$ cat src/rtl/vga_scaled_fb_reader.sv
// -----------------------------------------------------------------------------
// vga_scaled_fb_reader
//
// VGA timing generator plus framebuffer reader. A clock divider produces a
// pixel tick. Horizontal and vertical counters step on that tick. A two-stage
// pipeline turns the counter position into a BRAM read (stage A) and into
// pixel data aligned with sync and display enable (stage B).
//
// The IMG_W x IMG_H image sits at the top-left of the active area. Each image
// pixel is replicated SCALE times in x and in y. Active pixels outside the
// image show BORDER_COLOR.
//
// Ports
//   clk          system clock
//   reset        synchronous reset, active-high
//   bram_addr    byte read address (holds its last value outside the image)
//   bram_en      read enable, high while the addressed pixel is in the image
//   bram_rdata   read data, valid BRAM_LAT clk cycles after the address
//   hsync/vsync  registered sync outputs, asserted level = SYNC_POL
//   de           display enable (active video)
//   pixel        pixel value, 0 whenever de is low
//   frame_start  one-clk pulse while the (0,0) pixel is presented
// -----------------------------------------------------------------------------
module vga_scaled_fb_reader #(
  parameter int unsigned       CLK_DIV      = 4,
  parameter int unsigned       H_ACTIVE     = 640,
  parameter int unsigned       H_FP         = 16,
  parameter int unsigned       H_SYNC       = 96,
  parameter int unsigned       H_BP         = 48,
  parameter int unsigned       V_ACTIVE     = 480,
  parameter int unsigned       V_FP         = 10,
  parameter int unsigned       V_SYNC       = 2,
  parameter int unsigned       V_BP         = 33,
  parameter bit                SYNC_POL     = 1'b0,
  parameter int unsigned       IMG_W        = 256,
  parameter int unsigned       IMG_H        = 144,
  parameter int unsigned       SCALE        = 1,
  parameter logic [31:0]       BASE_ADDR    = 32'h0,
  parameter int unsigned       ADDR_STRIDE  = 2,
  parameter int unsigned       PIX_W        = 16,
  parameter int unsigned       BRAM_LAT     = 1,
  parameter logic [PIX_W-1:0]  BORDER_COLOR = '0
) (
  input  logic             clk,
  input  logic             reset,
  output logic [31:0]      bram_addr,
  output logic             bram_en,
  input  logic [PIX_W-1:0] bram_rdata,
  output logic             hsync,
  output logic             vsync,
  output logic             de,
  output logic [PIX_W-1:0] pixel,
  output logic             frame_start
);

  // ---------------------------------------------------------------------------
  // Elaboration-time parameter checks
  // ---------------------------------------------------------------------------
  if (CLK_DIV < 2 || CLK_DIV <= BRAM_LAT) begin : g_bad_div
    $error("CLK_DIV must be >= 2 and exceed BRAM_LAT");
  end
  if (SCALE < 1 || SCALE > 8) begin : g_bad_scale
    $error("SCALE must be in 1..8");
  end
  if (IMG_W * SCALE > H_ACTIVE || IMG_H * SCALE > V_ACTIVE) begin : g_bad_img
    $error("scaled image does not fit in the active area");
  end

  // ---------------------------------------------------------------------------
  // Derived constants
  // ---------------------------------------------------------------------------
  localparam int unsigned H_TOT = H_ACTIVE + H_FP + H_SYNC + H_BP;
  localparam int unsigned V_TOT = V_ACTIVE + V_FP + V_SYNC + V_BP;
  localparam int          DW    = $clog2(CLK_DIV);
  localparam int          HW    = $clog2(H_TOT);
  localparam int          VW    = $clog2(V_TOT);

  localparam logic [DW-1:0] DIV_LAST = DW'(CLK_DIV - 1);
  localparam logic [HW-1:0] H_LAST   = HW'(H_TOT - 1);
  localparam logic [HW-1:0] H_ACT    = HW'(H_ACTIVE);
  localparam logic [HW-1:0] H_IMG    = HW'(IMG_W * SCALE);
  localparam logic [HW-1:0] HS_FIRST = HW'(H_ACTIVE + H_FP);
  localparam logic [HW-1:0] HS_LAST  = HW'(H_ACTIVE + H_FP + H_SYNC - 1);
  localparam logic [VW-1:0] V_LAST   = VW'(V_TOT - 1);
  localparam logic [VW-1:0] V_ACT    = VW'(V_ACTIVE);
  localparam logic [VW-1:0] V_IMG    = VW'(IMG_H * SCALE);
  localparam logic [VW-1:0] VS_FIRST = VW'(V_ACTIVE + V_FP);
  localparam logic [VW-1:0] VS_LAST  = VW'(V_ACTIVE + V_FP + V_SYNC - 1);
  localparam logic [3:0]    SUB_LAST = 4'(SCALE - 1);
  localparam logic [31:0]   PIX_STEP = 32'(ADDR_STRIDE);
  localparam logic [31:0]   ROW_STEP = 32'(IMG_W * ADDR_STRIDE);

  // ---------------------------------------------------------------------------
  // Divider, raster counters and address subcounters
  // ---------------------------------------------------------------------------
  logic [DW-1:0] div_q, div_d;
  logic [HW-1:0] h_q, h_d;
  logic [VW-1:0] v_q, v_d;
  logic [3:0]    x_sub_q, x_sub_d;     // replication phase within an image column
  logic [31:0]   x_off_q, x_off_d;     // byte offset of the current column in a row
  logic [3:0]    y_sub_q, y_sub_d;     // replication phase within an image row
  logic [31:0]   row_base_q, row_base_d; // byte offset of the current image row
  logic          tick;

  assign tick = (div_q == DIV_LAST);

  // Address offsets advance incrementally, so no divide or multiply sits in
  // the per-pixel path: a column step happens every SCALE ticks and a row
  // step every SCALE lines.
  always_comb begin
    // NOTE: every always_comb target gets a default first, so no path can
    // leave a signal unassigned and infer a latch.
    div_d      = div_q + 1'b1;
    h_d        = h_q;
    v_d        = v_q;
    x_sub_d    = x_sub_q;
    x_off_d    = x_off_q;
    y_sub_d    = y_sub_q;
    row_base_d = row_base_q;
    if (tick) begin
      div_d = '0;
      if (h_q == H_LAST) begin
        h_d     = '0;
        x_sub_d = '0;
        x_off_d = '0;
        if (v_q == V_LAST) begin
          v_d        = '0;
          y_sub_d    = '0;
          row_base_d = '0;
        end else begin
          v_d = v_q + 1'b1;
          if (y_sub_q == SUB_LAST) begin
            y_sub_d    = '0;
            row_base_d = row_base_q + ROW_STEP;
          end else begin
            y_sub_d = y_sub_q + 1'b1;
          end
        end
      end else begin
        h_d = h_q + 1'b1;
        if (x_sub_q == SUB_LAST) begin
          x_sub_d = '0;
          x_off_d = x_off_q + PIX_STEP;
        end else begin
          x_sub_d = x_sub_q + 1'b1;
        end
      end
    end
  end

  // ---------------------------------------------------------------------------
  // Stage A (address/flags) and stage B (aligned outputs)
  // ---------------------------------------------------------------------------
  logic             hs_a_q, hs_a_d;
  logic             vs_a_q, vs_a_d;
  logic             act_a_q, act_a_d;
  logic             win_a_q, win_a_d;
  logic             first_a_q, first_a_d;   // stage A holds the (0,0) pixel
  logic [31:0]      addr_a_q, addr_a_d;
  logic             hsync_q, hsync_d;
  logic             vsync_q, vsync_d;
  logic             de_q, de_d;
  logic [PIX_W-1:0] pixel_q, pixel_d;
  logic             frame_start_q, frame_start_d;

  always_comb begin
    hs_a_d    = hs_a_q;
    vs_a_d    = vs_a_q;
    act_a_d   = act_a_q;
    win_a_d   = win_a_q;
    first_a_d = first_a_q;
    addr_a_d  = addr_a_q;
    hsync_d   = hsync_q;
    vsync_d   = vsync_q;
    de_d      = de_q;
    pixel_d   = pixel_q;
    // Pulses only in the clk right after the tick that loads (0,0) into B.
    frame_start_d = tick & first_a_q;
    if (tick) begin
      hs_a_d    = (h_q >= HS_FIRST) && (h_q <= HS_LAST);
      vs_a_d    = (v_q >= VS_FIRST) && (v_q <= VS_LAST);
      act_a_d   = (h_q < H_ACT) && (v_q < V_ACT);
      win_a_d   = (h_q < H_IMG) && (v_q < V_IMG);
      first_a_d = (h_q == '0) && (v_q == '0);
      if ((h_q < H_IMG) && (v_q < V_IMG)) begin
        addr_a_d = BASE_ADDR + row_base_q + x_off_q;
      end

      // bram_rdata is sampled a full pixel period after the address was
      // issued; CLK_DIV > BRAM_LAT guarantees the read has completed.
      hsync_d = hs_a_q ? SYNC_POL : ~SYNC_POL;
      vsync_d = vs_a_q ? SYNC_POL : ~SYNC_POL;
      de_d    = act_a_q;
      if (win_a_q) begin
        pixel_d = bram_rdata;
      end else if (act_a_q) begin
        pixel_d = BORDER_COLOR;
      end else begin
        pixel_d = '0;
      end
    end
  end

  // ---------------------------------------------------------------------------
  // State registers
  // ---------------------------------------------------------------------------
  always_ff @(posedge clk) begin
    // NOTE: sequential state uses non-blocking assignments so every register
    // samples pre-edge values regardless of statement order.
    if (reset) begin
      div_q         <= '0;
      h_q           <= '0;
      v_q           <= '0;
      x_sub_q       <= '0;
      x_off_q       <= '0;
      y_sub_q       <= '0;
      row_base_q    <= '0;
      hs_a_q        <= 1'b0;
      vs_a_q        <= 1'b0;
      act_a_q       <= 1'b0;
      win_a_q       <= 1'b0;
      first_a_q     <= 1'b0;
      addr_a_q      <= BASE_ADDR;
      hsync_q       <= ~SYNC_POL;
      vsync_q       <= ~SYNC_POL;
      de_q          <= 1'b0;
      pixel_q       <= '0;
      frame_start_q <= 1'b0;
    end else begin
      div_q         <= div_d;
      h_q           <= h_d;
      v_q           <= v_d;
      x_sub_q       <= x_sub_d;
      x_off_q       <= x_off_d;
      y_sub_q       <= y_sub_d;
      row_base_q    <= row_base_d;
      hs_a_q        <= hs_a_d;
      vs_a_q        <= vs_a_d;
      act_a_q       <= act_a_d;
      win_a_q       <= win_a_d;
      first_a_q     <= first_a_d;
      addr_a_q      <= addr_a_d;
      hsync_q       <= hsync_d;
      vsync_q       <= vsync_d;
      de_q          <= de_d;
      pixel_q       <= pixel_d;
      frame_start_q <= frame_start_d;
    end
  end

  assign bram_addr   = addr_a_q;
  assign bram_en     = win_a_q;
  assign hsync       = hsync_q;
  assign vsync       = vsync_q;
  assign de          = de_q;
  assign pixel       = pixel_q;
  assign frame_start = frame_start_q;

endmodule

$ cat config.mk
export PLATFORM = sky130hd
export DESIGN_NAME = vga_scaled_fb_reader
export DESIGN_NICKNAME = d
export VERILOG_FILES = /design/src/rtl/vga_scaled_fb_reader.sv
export SDC_FILE = /design/constraint.sdc
export NUM_CORES = 1
export LEC_CHECK = 0
export ABC_AREA = 1
export BUFFER_PORTS_ARGS = -buffer_cell sky130_fd_sc_hd__buf_2
export CORE_MARGIN = 5
export CORE_UTILIZATION = 52
export CTS_CLUSTER_DIAMETER = 80
export DETAILED_ROUTE_END_ITERATION = 12
export HOLD_SLACK_MARGIN = 0.06
export PLACE_DENSITY = 0.71
export SYNTH_ARGS = -nofsm -noshare
export SYNTH_HDL_FRONTEND = slang
export SYNTH_SLANG_ARGS = --single-unit
export TNS_END_PERCENT = 5
$ cat constraint.sdc
create_clock -name clk -period 2.1 [get_ports clk]
set_input_delay 0.21 -clock clk [delete_from_list [all_inputs] [get_ports clk]]
set_output_delay 0.21 -clock clk [all_outputs]
set_load 0.1 [all_outputs]
==> impl_metrics.yaml, run 1 <==
pwr:
  vdd_drop_max_v: 0.000572
  power_density_nw_per_um2: 645
  finalPower_mw: 6.40
  p_leak_nw: 4.43
critical_path:
  arrival_ps: 2400
  startpoint_type: "register"
  crit_path_end_kind: "register"
  cp_max_fo: 5
  critPathRequiredTime_ps: 2420
  critPathKind: "register to register"
yosys:
  synth_fp_nets: 1394
  postSynth.asyncResetShare: 0
  syn_avg_cell_area_um2: 6.32
  synthFlopType: "dfxtp_1"
  yosys_register_bits: 140
  ys_seq_area_frac: 0.331
  yosysUniqueCellTypes: 46
  synthCells: 1341
  ys_warn_count: 0
  synth_edf_count: 0
  syn_area_um2: 8470
worst_hold_path:
  hp-class: "input port to register"
detailed_routing:
  drtPass1Iterations: 6
  drt-total-wl_um: 24200
  drt_iter0_drc: 721
  drc_errors: 0
  ant_nets: 0
  dr_total_vias: 8698
  detail_route.wl_per_cell_um: 14.5
  vias_per_cell: 5.20
floorplan:
  fp.dieH_um: 138
  fp.dieW_um: 138
  dieArea_um2: 18900
  io_pins: 71
  placementRows: 46
  core_um2: 15900
  start_util: 0.531
sta:
  setup-tns-final_ps: 0
  finalMaxSlewViolations: 0
  clock.fmax_ghz: 0.481
  finClkSkew_ps: 10.3
  fin_crit_sh: 0.989
  period_needed_ps: 2080
  worst_slew_pin_slew_ps: 637
  rsz0062_at_grt: "yes"
  maxSlewHeadroom: 0.575
  final.setup.worst_slack_ps: 22.8
  hold_viol: 0
  final-setup-viol-count: 0
clocking:
  clockRootBuffer: "clkbuf_16"
  clk_latency_ps: 430
  h-tree-depth: 4
  clock_path_buffers: 2
  cts_tree: "built"
  cts_buffers: 17
  clock_sinks: 140
  cts_setup_buffers: 0
  path_clk_slew_ps: 70
placed_design:
  pre_cts_ws_ps: -25.4
  portBuffers: 69
  hpwl_um: 18100
  routabilityCongestion: 0.961
run_status:
  status: "finished, final reports clean"
grt:
  grt_use_total: 0.266
  grt.overflow.total: 0
  grt_pass1_wl_um: 39800
  antenna_found_initial: 0
  grt_max_degree: 33
  grt_pass1_vias: 8016
finish:
  fin_util: 0.622
  fin_nets: 1497
  diodes: 0
  drive_gt1_frac: 0.115
  syn_to_final_growth_pct: 17.2
run:
  drv_cap: 0
-- cells in the mapped netlist, types with 5 or more instances --
master      n  area share
buf_2       9      0.0053
inv_1     175       0.078
nor2_2      5      0.0037
o21ai_0    35       0.021
clkbuf_1   15      0.0066
nand2_1   417        0.18
a21oi_1    75       0.044
a32o_1     17       0.020
nor2_1    199       0.088
nand3_1    78       0.046
nor3_1     18       0.011
xnor2_1    11       0.011
ha_1       35       0.052
o21bai_1    7      0.0062
xor2_1     15       0.016
nand4_1    33       0.024
dfxtp_1   140        0.33
-- cells in the final DEF, fill, tap and decap left out, drive strengths merged --
cell / n
conb: 1
o221ai: 1
and3: 1
a21oi: 76
o21ai: 37
xnor2: 11
a2111oi: 1
nand4: 33
o32ai: 2
dfxtp: 140
bufinv: 1
a22oi: 1
a32o: 17
ha: 35
nor3b: 3
nand2: 424
nand3b: 1
nor2: 207
or2: 2
nor4: 3
dlygate4sd3: 16
o22ai: 4
nor3: 19
nand3: 80
inv: 185
clkinvlp: 1
clkbuf: 17
o21bai: 7
clkinv: 9
buf: 101
a211oi: 5
a31oi: 1
xor2: 15
-- stage by stage --
step,hold WS [ps],cell area [µm²],instances
2_1_floorplan,378,8470,1341
3_3_place_gp,406,9160,1625
3_5_place_dp,419,9160,1625
4_1_cts,224,9900,1673
5_1_grt,251,9920,1673
6_report,234,9920,1673
-- registers in the layout, indices dropped and copies added (netlist names), 2 cells and up --
name        count
bram_addr      31
div_q           2
h_q            10
pixel          16
row_base_q     23
v_q            10
x_off_q        31
x_sub_q         4
y_sub_q         4
-- critical path, cell delays in order (launching register included) --
cell     delay (ps)
dfxtp_1         480
ha_1            280
nand2_1         100
nand2_2         120
nand3_1          80
nand2_1         190
nand2_1          70
nand2_1         100
nand2_1         120
nand3_1          90
nand2_1          50
nor2_1          210
nor2_1           70
-- path summary, 6_finish.rpt --
path	end	slack, ps	cells past startpoint	from
min reg2reg	div_q[0]$_SDFF_PP0_	430	1	div_q[0]$_SDFF_PP0_
min	v_q[9]$_SDFFE_PP0P_	230	3	reset
max	bram_addr[25]$_SDFFE_PP0P_	20	12	x_off_q[9]$_SDFFE_PP0P_
max reg2reg	bram_addr[25]$_SDFFE_PP0P_	20	12	x_off_q[9]$_SDFFE_PP0P_
-- metal layers --
metal | global-route usage | up-vias | part of all wire
met1 | 0.328 | 3940 | 0.44
met5 | 0 | - | 0
met4 | 0.0937 | 0 | 0.028
met3 | 0.0431 | 50 | 0.042
li1 | - | 4487 | -
met2 | 0.467 | 221 | 0.49
-- what timing repair did --
action                                  in CTS  in global routing
gates cloned                                 0                  0
endpoints found under the setup margin       1                 12
hold buffers                                16                  0
gates resized for setup                      1                  6
hold endpoints to repair                    16                  0
-- layout make-up --
type,count,area [µm²]
fill,1566,6020
timing repair buffer,117,758
clock buffer,17,425
inverter,181,681
clock inverter,15,155
sequential,140,2810
multi-input combinational,987,4830
tap,216,270
-- where the power goes --
group	internal [mW]	switching, mW
clock network	1.67	1.31
logic	0.141	0.544
registers	2.71	0.0250
-- cells by family (layout without fill, tap and decap cells) --
| logic type | Yosys count | after routing | share of synthesized area |
|---|---|---|---|
| adders and majority gates | 35 | 35 | 0.0517 |
| AOI/OAI and AO/OA | 152 | 152 | 0.107 |
| other | 1 | 1 | 0.000443 |
| xor gates and xnor gates | 26 | 26 | 0.0269 |
| and+or+nand+nor | 773 | 773 | 0.381 |
| buffers and inverters | 214 | 330 | 0.101 |
| DFF | 140 | 140 | 0.331 |
(Power assumes the default switching activity.)
==> run 2, diff against run 1 <==
CORE_ASPECT_RATIO = 1.25   (was unset)
==> run 2 against run 1 <==
  * Flip-flop and latch count did not move
  * Sequential power is essentially flat
  * Utilization is essentially flat
  * Global-route usage is 1.0 points higher
  * Fmax up 0.78%
  * Worst hold slack gained 190 ps
  * Critical endpoint is now bram_addr[22]$_SDFFE_PP0P_
  * Largest cell class unchanged
  * Largest power group unchanged
==> impl_metrics.yaml, run 2 (same netlist as run 1, synthesis figures left out) <==
placed_design:
  routabilityCongestion: 1.00
  dpl-instance-area_um2: 9290
  hpwl_um: 19600
  portBuffers: 69
floorplan:
  core_um2: 16100
  start_util: 0.525
  fp.dieW_um: 124
  io_pins: 71
  fp.dieH_um: 153
  dieArea_um2: 19000
  placementRows: 52
clocking:
  h-tree-depth: 4
  clock_sinks: 140
  cts_buffers: 17
  clockRootBuffer: "clkbuf_16"
  cts_tree: "built"
  clock_path_buffers: 2
  cts_setup_buffers: 0
  clk_latency_ps: 430
  path_clk_slew_ps: 70
sta:
  finalMaxSlewViolations: 0
  final-setup-viol-count: 0
  period_needed_ps: 2060
  rsz0062_at_grt: "yes"
  worst_slew_pin_slew_ps: 602
  fin_crit_sh: 0.982
  finClkSkew_ps: 9.22
  maxSlewHeadroom: 0.598
  hold_viol: 0
  clock.fmax_ghz: 0.485
  setup-tns-final_ps: 0
pwr:
  vdd_drop_max_v: 0.000572
  power_density_nw_per_um2: 637
  p_leak_nw: 4.50
finish:
  drive_gt1_frac: 0.125
  fin_util: 0.622
  seq_area_um2: 2810
  multi_input_area_um2: 4820
  fin_nets: 1513
  syn_to_final_growth_pct: 18.6
  final_common_cell: "nand2_1"
  mostFrequentLayoutCells: "414 x nand2_1, 198 x nor2_1, 175 x inv_1"
  num-fill-cells: 1604
  diodes: 0
  design_area_um2: 10000
grt:
  antenna_found_initial: 0
  grt_max_degree: 44
  grt_use_total: 0.276
  grt_pass1_vias: 8462
  grt.overflow.total: 0
  grt_pass1_wl_um: 41300
critical_path:
  critPathRequiredTime_ps: 2430
  crit_path_end_kind: "register"
  startpoint_type: "register"
  cp_max_fo: 6
  critPathKind: "register to register"
  rrSetupSlack_ps: 40
  arrival_ps: 2390
detailed_routing:
  drt_iter0_drc: 618
  vias_per_cell: 5.25
  ant_nets: 0
  drt-total-wl_um: 25600
  detail_route.wl_per_cell_um: 15.2
  drtPass1Iterations: 5
  drc_errors: 0
  dr_total_vias: 8869
run:
  drv_cap: 0
worst_hold_path:
  hp-class: "register to register"
run_status:
  status: "finished, final reports clean"
==> run 2: layer usage <==
layer  wire [µm]  share of wire  global-route usage
met1       10400           0.41               0.315
met2       12700           0.49               0.483
met3        1120          0.044              0.0434
met4        1390          0.054               0.150
met5           0              0                   0
==> run 2: where the power goes <==
part | switching (mW) | leakage (nW) | internal (mW)
logic | 0.552 | 3.09 | 0.145
clock network | 1.38 | 0.277 | 1.58
registers | 0.0271 | 1.13 | 2.71
total | 1.96 | 4.50 | 4.44
==> run 2: metrics by stage <==
stage	hold WS [ps]	setup slack [ps]	instances	power, mW
6_report	429	38.8	1689	6.40
2_1_floorplan	378	333	1341	3.33
4_1_cts	426	6.93	1689	6.43
5_1_grt	442	-40.7	1689	6.62
3_5_place_dp	417	-2.40	1640	3.47
3_3_place_gp	406	-7.03	1640	3.46
==> run 2: path summary, 6_finish.rpt <==
path / startpoint / to / depth (start not counted)
setup / recovery: row_base_q[11]$_SDFFE_PP0P_ / bram_addr[22]$_SDFFE_PP0P_ / 10
hold / removal: div_q[0]$_SDFF_PP0_ / div_q[0]$_SDFF_PP0_ / 1
setup reg to reg: row_base_q[11]$_SDFFE_PP0P_ / bram_addr[22]$_SDFFE_PP0P_ / 10
hold reg to reg: div_q[0]$_SDFF_PP0_ / div_q[0]$_SDFF_PP0_ / 1
==> run 2: layout make-up <==
class	count	area share
multi-input cells	987	0.480
flip-flops and latches	140	0.279
repair buffers	133	0.0890
inverters	181	0.0678
clock buffers	17	0.0424
well taps	216	0.0269
clock inverters	15	0.0143
==> run 2: timing repair <==
item	in CTS	in global routing
pin swaps	0	0
hold buffers	17	0
resized for setup	1	8
endpoints found under the hold margin	17	0
setup endpoints to repair	1	17
==> run 2: critical path, stage by stage (launching register included) <==
cell     delay, ps
dfxtp_1        450
ha_2           390
or2_2          320
nand3_1         90
nand2_1        160
nand3_1        190
nand2_1         70
nand2_1         60
nand3_1        100
nand2_1         90
inv_1           40
==> run 3, diff against run 2 <==
PLACE_DENSITY = 0.83   (was 0.71)
==> run 3 against run 2 <==
  * Clock power up 14%
  * Register-to-register slack better by 97 ps
  * Critical path depth up 2
  * Global-route usage down 1.4 points
  * Sequential power about the same
  * Largest cell class unchanged
  * Utilization down 0.31 points
  * Sequential share of layout area up 0.18 points
  * Worst hold slack worse by 230 ps
  * Die area unchanged
  * Flip-flop and latch count unchanged
  * Fmax up 4.9%
  * Non-clock buffer count down 18
==> impl_metrics.yaml, run 3 (same netlist as run 1, synthesis figures left out) <==
grt:
  grt_use_total: 0.262
  grt_max_degree: 38
  antenna_found_initial: 0
  grt_pass1_vias: 8637
  grt_pass1_wl_um: 39700
  grt.overflow.total: 0
sta:
  finalMaxSlewViolations: 0
  final.setup.worst_slack_ps: 135
  finClkSkew_ps: 10.5
  final-setup-viol-count: 0
  maxSlewHeadroom: 0.617
  hold_viol: 0
  period_needed_ps: 1960
  rsz0062_at_grt: "no"
  clock.fmax_ghz: 0.509
  holdWs_ps: 202
  worst_slew_pin_slew_ps: 574
  setup-tns-final_ps: 0
  fin_crit_sh: 0.936
clocking:
  clock_path_buffers: 2
  h-tree-depth: 4
  cts_tree: "built"
  cts_buffers: 17
  path_clk_slew_ps: 70
  clk_latency_ps: 430
  cts_setup_buffers: 0
  clock_sinks: 140
  clockRootBuffer: "clkbuf_16"
floorplan:
  start_util: 0.525
  placementRows: 52
  fp.dieH_um: 153
  fp.dieW_um: 124
  core_um2: 16100
  dieArea_um2: 19000
  io_pins: 71
critical_path:
  crit_path_end_kind: "register"
  cp_max_fo: 7
  startpoint_type: "register"
  critPathRequiredTime_ps: 2440
  arrival_ps: 2300
  critPathKind: "register to register"
detailed_routing:
  drc_errors: 0
  vias_per_cell: 5.35
  drtPass1Iterations: 5
  drt-total-wl_um: 24300
  drt_iter0_drc: 580
  detail_route.wl_per_cell_um: 14.6
  ant_nets: 0
  dr_total_vias: 8940
finish:
  num-fill-cells: 1504
  fin_nets: 1495
  final_common_cell: "nand2_1"
  diodes: 0
  design_area_um2: 9990
  drive_gt1_frac: 0.115
  mostFrequentLayoutCells: "417 x nand2_1, 197 x nor2_1, 175 x inv_1"
  syn_to_final_growth_pct: 18.0
pwr:
  power_density_nw_per_um2: 679
  p_leak_nw: 4.44
  vdd_drop_max_v: 0.000570
placed_design:
  portBuffers: 69
  routabilityCongestion: 0.944
  pre_cts_ws_ps: 21.8
  dpl-instance-area_um2: 9150
  hpwl_um: 17800
run_status:
  status: "finished, final reports clean"
worst_hold_path:
  hp-class: "input port to register"
run:
  drv_cap: 0
run 3: per-layer routing:
metal	vias up	routed length, µm	global-route usage
met5	-	0	0
met4	0	1740	0.178
met3	108	1370	0.0527
met2	328	11800	0.451
met1	4026	9390	0.282
li1	4478	-	-
run 3: cell type report:
| class | count | area [µm²] | area share |
|---|---|---|---|
| sequential | 140 | 2810 | 0.281 |
| timing repair buffer | 115 | 743 | 0.0744 |
| multi-input combinational | 987 | 4830 | 0.484 |
| clock inverter | 13 | 213 | 0.0213 |
| tap | 216 | 270 | 0.0270 |
| inverter | 181 | 681 | 0.0681 |
| clock buffer | 19 | 443 | 0.0443 |
run 3: power by group:
group	internal, mW	total, mW	switching [mW]
Clock	2.15	3.36	1.21
Sequential	2.71	2.74	0.0290
Combinational	0.139	0.683	0.544
Total	5.00	6.79	1.79
run 3: critical path: stages (launching register included):
cell     delay, ps
dfxtp_2        450
ha_1           280
nand2_1         90
nand2_1        150
nand3_1         90
nand2_1        160
inv_1          120
nor2_1         170
nor2_1          60
nand2_1         60
nand3_1        120
nand2_1         90
inv_1           30
run 3: worst paths after layout:
kind,from,to,slack [ps],cells past startpoint
setup reg to reg,row_base_q[9]$_SDFFE_PP0P_,bram_addr[21]$_SDFFE_PP0P_,140,12
setup / recovery,row_base_q[9]$_SDFFE_PP0P_,bram_addr[21]$_SDFFE_PP0P_,140,12
hold / removal,reset,h_q[2]$_SDFFE_PP0P_,200,2
hold reg to reg,div_q[0]$_SDFF_PP0_,div_q[0]$_SDFF_PP0_,440,1
run 3: repair_timing:
| item | in CTS | in global routing |
|---|---|---|
| hold buffers | 16 | 0 |
| resized for setup | 0 | 10 |
| endpoints found under the setup margin | 0 | 13 |
| endpoints found under the hold margin | 16 | 0 |
run 3: per-stage QoR:
step,instances,power [mW],utilization
floorplan,1341,3.33,-
detailed placement,1623,3.46,0.567
global placement,1623,3.45,0.567
CTS,1671,6.82,0.617
finish,1671,6.79,0.619
global route,1671,6.98,0.619
